$ cat src/rtl/present_ctr_pkg.sv
// present_ctr_pkg
//   Shared types and constants for the present_ctr stream sequencer.
//   - seq_state_e        : sequencer FSM states
//   - BLOCK_W / KEY_W    : data block and key widths
//   - TIMEOUT_CYCLES_DEF : default watchdog limit in RUN cycles
package present_ctr_pkg;

  localparam int BLOCK_W = 64;
  localparam int KEY_W   = 80;
  localparam int unsigned TIMEOUT_CYCLES_DEF = 255;

  typedef enum logic [2:0] {
    ST_IDLE,
    ST_WAIT_IN,
    ST_LAUNCH,
    ST_RUN,
    ST_OUT
  } seq_state_e;

endpackage

$ cat src/rtl/block_counter.sv
// block_counter
//   64-bit running block number for a CTR session. It wraps silently from
//   all-ones back to zero.
//   Ports:
//     clk, rst : clock and asynchronous active-high reset
//     clr      : synchronous clear; it wins over inc
//     inc      : advance by one
//     count_o  : current block number
module block_counter
  import present_ctr_pkg::*;
(
  input  logic               clk,
  input  logic               rst,
  input  logic               clr,
  input  logic               inc,
  output logic [BLOCK_W-1:0] count_o
);

  logic [BLOCK_W-1:0] count_d;
  logic [BLOCK_W-1:0] count_q;

  always_comb begin
    count_d = count_q;
    if (clr) begin
      count_d = '0;
    end else if (inc) begin
      count_d = count_q + BLOCK_W'(1);
    end
  end

  // NOTE: flops use non-blocking assignments so that every register samples
  // pre-edge values, whatever order the simulator evaluates blocks in.
  always_ff @(posedge clk or posedge rst) begin
    if (rst) begin
      count_q <= '0;
    end else begin
      count_q <= count_d;
    end
  end

  assign count_o = count_q;

endmodule

$ cat src/rtl/present_ctr_seq.sv
// present_ctr_seq
//   Stream sequencer in front of the single-shot present_ctr core. It takes
//   one 64-bit block at a time, holds the core in reset while the operands
//   settle, releases it for one run, and presents the result on a
//   valid/ready output. Only one block is in flight at a time.
//   Ports:
//     clk, rst                   : clock, asynchronous active-high reset
//     start, iv_i, key_i         : session start; IV and key are sampled in IDLE only
//     s_valid/s_ready/s_data/s_last : input block stream
//     m_valid/m_ready/m_data/m_last : output block stream
//     core_rst, core_iv, core_key, core_block_number, core_block_i : core drive
//     core_block_o, core_end     : core result and done flag
//     busy                       : high in every state except IDLE
//     error                      : sticky watchdog abort flag
//   Build option: define PRESENT_CTR_SEQ_TIMEOUT_EN to abort a RUN that
//   lasts TIMEOUT_CYCLES cycles without core_end. Without the macro, RUN
//   waits indefinitely and error is tied to 0.
module present_ctr_seq
  import present_ctr_pkg::*;
#(
  parameter int unsigned TIMEOUT_CYCLES = TIMEOUT_CYCLES_DEF
) (
  input  logic               clk,
  input  logic               rst,
  input  logic               start,
  input  logic [BLOCK_W-1:0] iv_i,
  input  logic [KEY_W-1:0]   key_i,
  input  logic               s_valid,
  output logic               s_ready,
  input  logic [BLOCK_W-1:0] s_data,
  input  logic               s_last,
  output logic               m_valid,
  input  logic               m_ready,
  output logic [BLOCK_W-1:0] m_data,
  output logic               m_last,
  output logic               core_rst,
  output logic [BLOCK_W-1:0] core_iv,
  output logic [KEY_W-1:0]   core_key,
  output logic [BLOCK_W-1:0] core_block_number,
  output logic [BLOCK_W-1:0] core_block_i,
  input  logic [BLOCK_W-1:0] core_block_o,
  input  logic               core_end,
  output logic               busy,
  output logic               error
);

  seq_state_e         state_d, state_q;
  logic [BLOCK_W-1:0] iv_d, iv_q;
  logic [KEY_W-1:0]   key_d, key_q;
  logic [BLOCK_W-1:0] blk_d, blk_q;
  logic               last_d, last_q;
  logic [BLOCK_W-1:0] mdata_d, mdata_q;
  logic               start_acc;
  logic               out_acc;
  logic               timeout_hit;

  assign start_acc = (state_q == ST_IDLE) && start;
  assign out_acc   = (state_q == ST_OUT) && m_ready;

  // NOTE: every variable gets its hold value before the case statement, so
  // no path leaves one unassigned and no latch is inferred.
  always_comb begin
    state_d = state_q;
    iv_d    = iv_q;
    key_d   = key_q;
    blk_d   = blk_q;
    last_d  = last_q;
    mdata_d = mdata_q;
    unique case (state_q)
      ST_IDLE: begin
        if (start) begin
          iv_d    = iv_i;
          key_d   = key_i;
          state_d = ST_WAIT_IN;
        end
      end
      ST_WAIT_IN: begin
        if (s_valid) begin
          blk_d   = s_data;
          last_d  = s_last;
          state_d = ST_LAUNCH;
        end
      end
      // One cycle in which the core sees its new operands while still in reset.
      ST_LAUNCH: state_d = ST_RUN;
      ST_RUN: begin
        if (core_end) begin
          mdata_d = core_block_o;
          state_d = ST_OUT;
        end else if (timeout_hit) begin
          state_d = ST_IDLE;
        end
      end
      ST_OUT: begin
        if (m_ready) begin
          state_d = last_q ? ST_IDLE : ST_WAIT_IN;
        end
      end
      default: state_d = ST_IDLE;
    endcase
  end

  always_ff @(posedge clk or posedge rst) begin
    if (rst) begin
      state_q <= ST_IDLE;
      iv_q    <= '0;
      key_q   <= '0;
      blk_q   <= '0;
      last_q  <= 1'b0;
      mdata_q <= '0;
    end else begin
      state_q <= state_d;
      iv_q    <= iv_d;
      key_q   <= key_d;
      blk_q   <= blk_d;
      last_q  <= last_d;
      mdata_q <= mdata_d;
    end
  end

  block_counter u_cnt (
    .clk     (clk),
    .rst     (rst),
    .clr     (start_acc),
    .inc     (out_acc),
    .count_o (core_block_number)
  );

`ifdef PRESENT_CTR_SEQ_TIMEOUT_EN
  localparam int unsigned WD_W = $clog2(TIMEOUT_CYCLES + 1);

  logic [WD_W-1:0] wd_d, wd_q;
  logic            err_d, err_q;

  // wd_q counts completed RUN cycles; the abort fires in the last allowed one.
  assign timeout_hit = (state_q == ST_RUN) && !core_end &&
                       (wd_q == WD_W'(TIMEOUT_CYCLES - 1));

  always_comb begin
    wd_d  = '0;
    err_d = err_q;
    if (state_q == ST_RUN) begin
      wd_d = wd_q + WD_W'(1);
    end
    if (start_acc) begin
      err_d = 1'b0;
    end else if (timeout_hit) begin
      err_d = 1'b1;
    end
  end

  always_ff @(posedge clk or posedge rst) begin
    if (rst) begin
      wd_q  <= '0;
      err_q <= 1'b0;
    end else begin
      wd_q  <= wd_d;
      err_q <= err_d;
    end
  end

  assign error = err_q;
`else
  assign timeout_hit = 1'b0;
  assign error       = 1'b0;
`endif

  assign s_ready      = (state_q == ST_WAIT_IN);
  assign m_valid      = (state_q == ST_OUT);
  assign m_data       = mdata_q;
  assign m_last       = last_q;
  // The core is held in reset everywhere but RUN, so core_end starts low.
  assign core_rst     = (state_q != ST_RUN);
  assign core_iv      = iv_q;
  assign core_key     = key_q;
  assign core_block_i = blk_q;
  assign busy         = (state_q != ST_IDLE);

endmodule

$ cat config.mk
export PLATFORM = sky130hd
export DESIGN_NAME = present_ctr_seq
export DESIGN_NICKNAME = d
export VERILOG_FILES = /design/src/rtl/present_ctr_pkg.sv /design/src/rtl/block_counter.sv /design/src/rtl/present_ctr_seq.sv
export SDC_FILE = /design/constraint.sdc
export NUM_CORES = 1
export LEC_CHECK = 0
export BUFFER_PORTS_ARGS = -buffer_cell sky130_fd_sc_hd__buf_2
export CELL_PAD_IN_SITES_DETAIL_PLACEMENT = 0
export CELL_PAD_IN_SITES_GLOBAL_PLACEMENT = 1
export CORE_AREA = 2 2 245 247
export CTS_CLUSTER_DIAMETER = 200
export CTS_CLUSTER_SIZE = 12
export DETAILED_ROUTE_END_ITERATION = 6
export DIE_AREA = 0 0 247 249
export GPL_TIMING_DRIVEN = 0
export HOLD_SLACK_MARGIN = 0.15
export PLACE_DENSITY = 0.61
export SLEW_MARGIN = 25
export SYNTH_ARGS = -nofsm -noshare
export SYNTH_HDL_FRONTEND = slang
export SYNTH_SLANG_ARGS = --single-unit
$ cat constraint.sdc
create_clock -name clk -period 14.03 [get_ports clk]
set_input_delay 0.7015 -clock clk [delete_from_list [all_inputs] [get_ports clk]]
set_output_delay 0.7015 -clock clk [all_outputs]
set_load 0.05 [all_outputs]
; ---- Word-level counts from Yosys, hierarchy flattened
; Index checks and enable logic that the tools add are counted.
[totals]
register_bits = 340
in_bits = 279
wordCells = 34
[classes]
n_eq_ne = 9
n_reduce_logical = 9
n_addsub = 1
mux = 8
[op_table]
columns = op, n
row1 = $mux W64, 2
row2 = $add A64 B1 Y64 const B, 1
row3 = $pmux W3 S5, 1
row4 = $mux W3, 4
row5 = $eq A3 B2 Y1 const B, 2
row6 = $ne A2 B2 Y1 const B, 3
row7 = $reduce_and A2 Y1, 3
row8 = $reduce_and A4 Y1, 1
row9 = $eq A3 B1 Y1 const B, 1
row10 = $eq A3 B3 Y1 const B, 1
row11 = $logic_not A3 Y1, 1
row12 = $ne A3 B2 Y1 const B, 1
row13 = $reduce_bool A3 Y1, 1
row14 = $logic_and A1 B1 Y1, 2
row15 = $ne A2 B1 Y1 const B, 1
row16 = $reduce_bool A2 Y1, 1
row17 = $mux W1, 1

; ---- Longest topological paths before layout
[logic_depth]
word_depth = 4
ltp_mapped = 8

; ---- Modules after synthesis
; A second synthesis with hierarchy kept.
[hier_totals]
hier_cells = 972
hier_area_um2 = 13749.4
[by_module_without_submodules]
columns = module, area_each_um2, n_inst, cells_each
row1 = present_ctr_seq, 10352.4, 1, 608
row2 = block_counter, 3397.0, 1, 364

; ---- Worst setup path before layout
; OpenSTA, ideal clock, no wires.
[synth_path]
path_type = reg-to-output
start = register state_q[0]
end = output s_ready
path_buffers = 1
slack_ps = 11578
path_stages_with_launch = 3
t_arrival_ps = 1750
required_ps = 13328
cell_sequence = dfrtp_1 > clkbuf_1 > nor3b_1
[synth_between]
elab_chain_cells = 1
[synth_rtl]
columns = item, line
row1 = start: declaration, present_ctr_seq.sv:47  ; seq_state_e state_d, state_q;
row2 = start signal: assignment, present_ctr_seq.sv:112  ; state_q <= state_d;
row3 = $eq A3 B1 Y1, present_ctr_seq.sv:168  ; assign s_ready = (state_q == ST_WAIT_IN);
row4 = end: declaration, present_ctr_seq.sv:29  ; output logic s_ready,
; No other way between the ends.

; ---- Worst setup path after layout
[layout_path]
start = register state_q[2]
end = register key_q[17], in the netlist core_key[17]
[layout_between]
elab_chain_cells = 2
[layout_rtl]
columns = item, line
row1 = $logic_not A3 Y1, present_ctr_seq.sv:69  ; unique case (state_q)
row2 = $reduce_and A2 Y1 (no line), n/a
row3 = end signal: assignment, present_ctr_seq.sv:114  ; key_q <= key_d;
row4 = end: declaration, present_ctr_seq.sv:49  ; logic [KEY_W-1:0] key_d, key_q;
; No other way between the ends.
; A chain may end at the register's enable or synchronous reset.

==> metrics list <==
- Number of fillers in the final layout: 6180
- Final wirelength: 50800 µm
- Wire length per cell after detailed routing: around 19 µm
- Leaving out fill and tap cells, the most frequent cell in the layout is sky130_fd_sc_hd__buf_2.
- Total Power: between 5 and 6 mW
- Fraction of final layout cells sized beyond drive strength 1: 0.415
- Number of I/O pins: 621
- Summing all multi-input logic gate instances after layout gives 0.00500 mm².
- The number of global-route vias before repair was approximately 12000.
- STA classifies the critical path endpoint as a register.
- Number of enable-type register cells in the synthesized netlist: 0
* Post-place setup slack: 10650 ps
* Initial core utilization: 0.235
- Largest net degree at the start of global routing: 93
- Commonest non-fill, non-tap cells in the layout: 622 x sky130_fd_sc_hd__buf_2, 464 x sky130_fd_sc_hd__nand2_1, 340 x sky130_fd_sc_hd__dfrtp_1
- Clock tree synthesis found a total of 340 sinks.
- Floorplan row count: around 90
- The later pin in the worst-skew pair is clocked with a latency of 540 ps.
* Total power per unit cell area: ~270 mW/mm²
- Hold repair after CTS inserted 0 buffers.
* Final-report setup violation count: 0
- Worst Hold Slack: 246 ps
- Of the total power, the clock network draws 0.163.
* Post-Synthesis Net Count: 1567
- Including well taps, the total number of placed cells is 2682.
* Worst-case vdd ir drop: 136 µV
- The worst setup path is of the reg2reg kind.
- Dividing the final minimum period by the clock period gives 0.229.
- Number of DRC violations after detailed routing: 0
* Buffers added on ports: 619
- Layout-stage area growth over the synthesis result: 36.7%
- Synth Instances: 1287
* Relative contribution of sequential cells to total power: 0.314
* Fraction of power spent switching nets: 0.517
- Once the clock tree was built, the setup fixing pass inserted 0 buffers.
- The clock period could shrink to 3220 ps.
- For this run, the top clock speed supported by timing is 311 MHz.
- Die span in y: 249 µm
- Net Switching: 2.59 mW
* Pin slew with the least headroom to its limit: 984 ps
- Number of nets with antenna violations after detailed routing: 0
* First drt pass iteration count: 5
- Combinational power share: 0.522
* Post-synthesis area per instance: 10.7 µm²
* Summed area of non-filler cells in the final layout: 0.0188 mm²
* GP Congestion: 0.818
- Area after DPL: 0.0179 mm²
- The tool flagged a number of max-cap violations equal to 0.
* Finished Layout Cells: 2724
* Hold crit path type: in2async
* Flip-flop and latch count after synthesis: 340
- For this run, the total global-route usage over all layers was measured as 0.163.
- In the final layout, flip-flops and latches occupy 0.00851 mm².
* Worst-path fanout max: 10
* Unrepaired setup endpoints after global routing: false
- Yosys Warn Count: 0
* Leakage power: ~10 nW
- The first global-routing pass estimated 76100 µm of wire.
- Setup Total Neg Slack: 0 ps
- In this run, distinct cell masters in the synthesized netlist total 44.
- CTS resizes: 0
* Sum of overflow across all layers after global routing: 0
- Number of nets in the finished design: between 2000 and 2500
- Max H-tree Level: 2
* Finished Core Util: 0.321
- Seq/Total Area, Yosys: 0.617
- Worst slew slack as a fraction of its limit: 0.344
- The flow ran to the end, and the final reports show no timing, DRC or antenna violations.
- After legalization and detailed placement, the total HPWL measured 39500 µm.
* Worst-case clock skew: 26.8 ps
- The internal power of the cells totals 2.42 mW.
* Clock Pin Slew Worst Setup and Hold Paths: approximately 70 ps
* Least setup slack across all paths after layout: 10810 ps
- Dividing the detail-routed via count by the number of cells gives between 4 and 5.
- At the worst endpoint, the arrival time is 3690 ps.
* Total die area: just over 0.06 mm²
* Inserted Clock Buffers: 34
- Syn Std Cell Area: 0.0138 mm²
* TritonCTS clock tree: built
- For this run, asynchronously set or reset flops after synthesis account for 1.00.
- The worst setup path is launched from a register.
* DIE WIDTH: 247 µm
- The routed layout has approximately 12000 vias.
* Commonest register cell after synthesis: sky130_fd_sc_hd__dfrtp_1
* Max-slew violation total from the final report: 0
- The initial antenna violation count is 9.
* Core Region: slightly below 0.06 mm²
* Hold Violations, Final: 0
* WP data required: 14500 ps
* Largest buffer count on any clock path: 3
- Starting DRT DRC Count: between 500 and 600
- Clock tree root driver cell: sky130_fd_sc_hd__clkbuf_16
-- layer usage --
| layer | global-route usage | routed length (µm) | vias to the layer above |
|---|---|---|---|
| li1 | - | - | 5593 |
| met1 | 0.197 | 20500 | 5774 |
| met2 | 0.280 | 25600 | 340 |
| met3 | 0.0437 | 3450 | 70 |
| met4 | 0.0503 | 1230 | 6 |
| met5 | 0 | 41 | - |
-- Yosys cell counts, types with 4 or more instances --
cell type	n	area, µm²
sky130_fd_sc_hd__nand2_1	464	1740
sky130_fd_sc_hd__dfrtp_1	340	8510
sky130_fd_sc_hd__mux2_2	129	1450
sky130_fd_sc_hd__clkbuf_1	56	210
sky130_fd_sc_hd__nor2_1	46	173
sky130_fd_sc_hd__nand4_1	35	219
sky130_fd_sc_hd__a21oi_1	29	145
sky130_fd_sc_hd__nand3_1	25	125
sky130_fd_sc_hd__xor2_1	25	219
sky130_fd_sc_hd__o21ai_0	17	85.1
sky130_fd_sc_hd__or3_1	17	106
sky130_fd_sc_hd__o31ai_1	12	90.1
sky130_fd_sc_hd__and3_1	10	62.6
sky130_fd_sc_hd__inv_1	10	37.5
sky130_fd_sc_hd__nor4_1	10	62.6
sky130_fd_sc_hd__or4_1	10	75.1
sky130_fd_sc_hd__mux2i_1	6	60.1
sky130_fd_sc_hd__xnor2_1	5	43.8
sky130_fd_sc_hd__nor3_1	4	20.0
-- critical path: stages, from the launching register on --
cell and delay [ps]:
sky130_fd_sc_hd__dfrtp_1 390, sky130_fd_sc_hd__clkbuf_1 320, sky130_fd_sc_hd__or3_1 240, sky130_fd_sc_hd__or2_1 110
sky130_fd_sc_hd__clkbuf_1 550, sky130_fd_sc_hd__clkbuf_1 790, sky130_fd_sc_hd__clkbuf_1 520, sky130_fd_sc_hd__nand2_1 120
sky130_fd_sc_hd__nand2_1 80
-- cell families (layout without fill, tap and decap cells) --
kind of cell    count (synthesis)  after routing  share of synthesized area
other cells                     1              6                   0.000272
buf+inv                        73            732                     0.0204
fa+ha+maj                       1              1                   0.000907
flops                         340            340                      0.617
mux                           135            135                      0.110
simple gates                  643            643                      0.206
xor+xnor                       30             30                     0.0191
compound gates                 64             64                     0.0267
-- power by group through the flow --
stage          clock network (mW)  registers [mW]  logic (mW)
2_1_floorplan                   0            2.92       0.578
5_1_grt                     0.900            1.62        2.75
3_5_place_dp                    0            1.58        2.65
6_report                    0.818            1.57        2.61
4_1_cts                     0.860            1.58        2.65
3_3_place_gp                    0            1.58        2.63
-- state kept, by name (all words and copies together), names as in the netlist --
| register | flops |
|---|---|
| core_key | 80 |
| core_block_i | 64 |
| core_iv | 64 |
| m_data | 64 |
| u_cnt.count_o | 64 |
| state_q | 3 |
| m_last | 1 |
-- layout make-up --
| class | instances | area share |
|---|---|---|
| Sequential cell | 340 | 0.451 |
| Multi-Input combinational cell | 874 | 0.265 |
| Timing Repair Buffer | 622 | 0.169 |
| Tap cell | 773 | 0.0513 |
| Clock buffer | 35 | 0.0465 |
| Buffer | 63 | 0.0129 |
| Inverter | 10 | 0.00239 |
| Clock inverter | 2 | 0.000929 |
| Antenna cell | 5 | 0.000664 |
-- final timing paths --
kind                       slack, ps        start  depth (start not counted)      endpoint
hold reg to reg                  470  core_key[3]                          2   core_key[3]
setup reg to reg               10810   state_q[2]                          8  core_key[17]
setup / recovery               10810   state_q[2]                          8  core_key[17]
min in group clk                 360    key_i[51]                          3  core_key[51]
hold / removal                   250          rst                          2  core_key[75]
max in group asynchronous      12420          rst                          4     m_data[9]
Note: power is estimated with default switching activity, not from simulation.
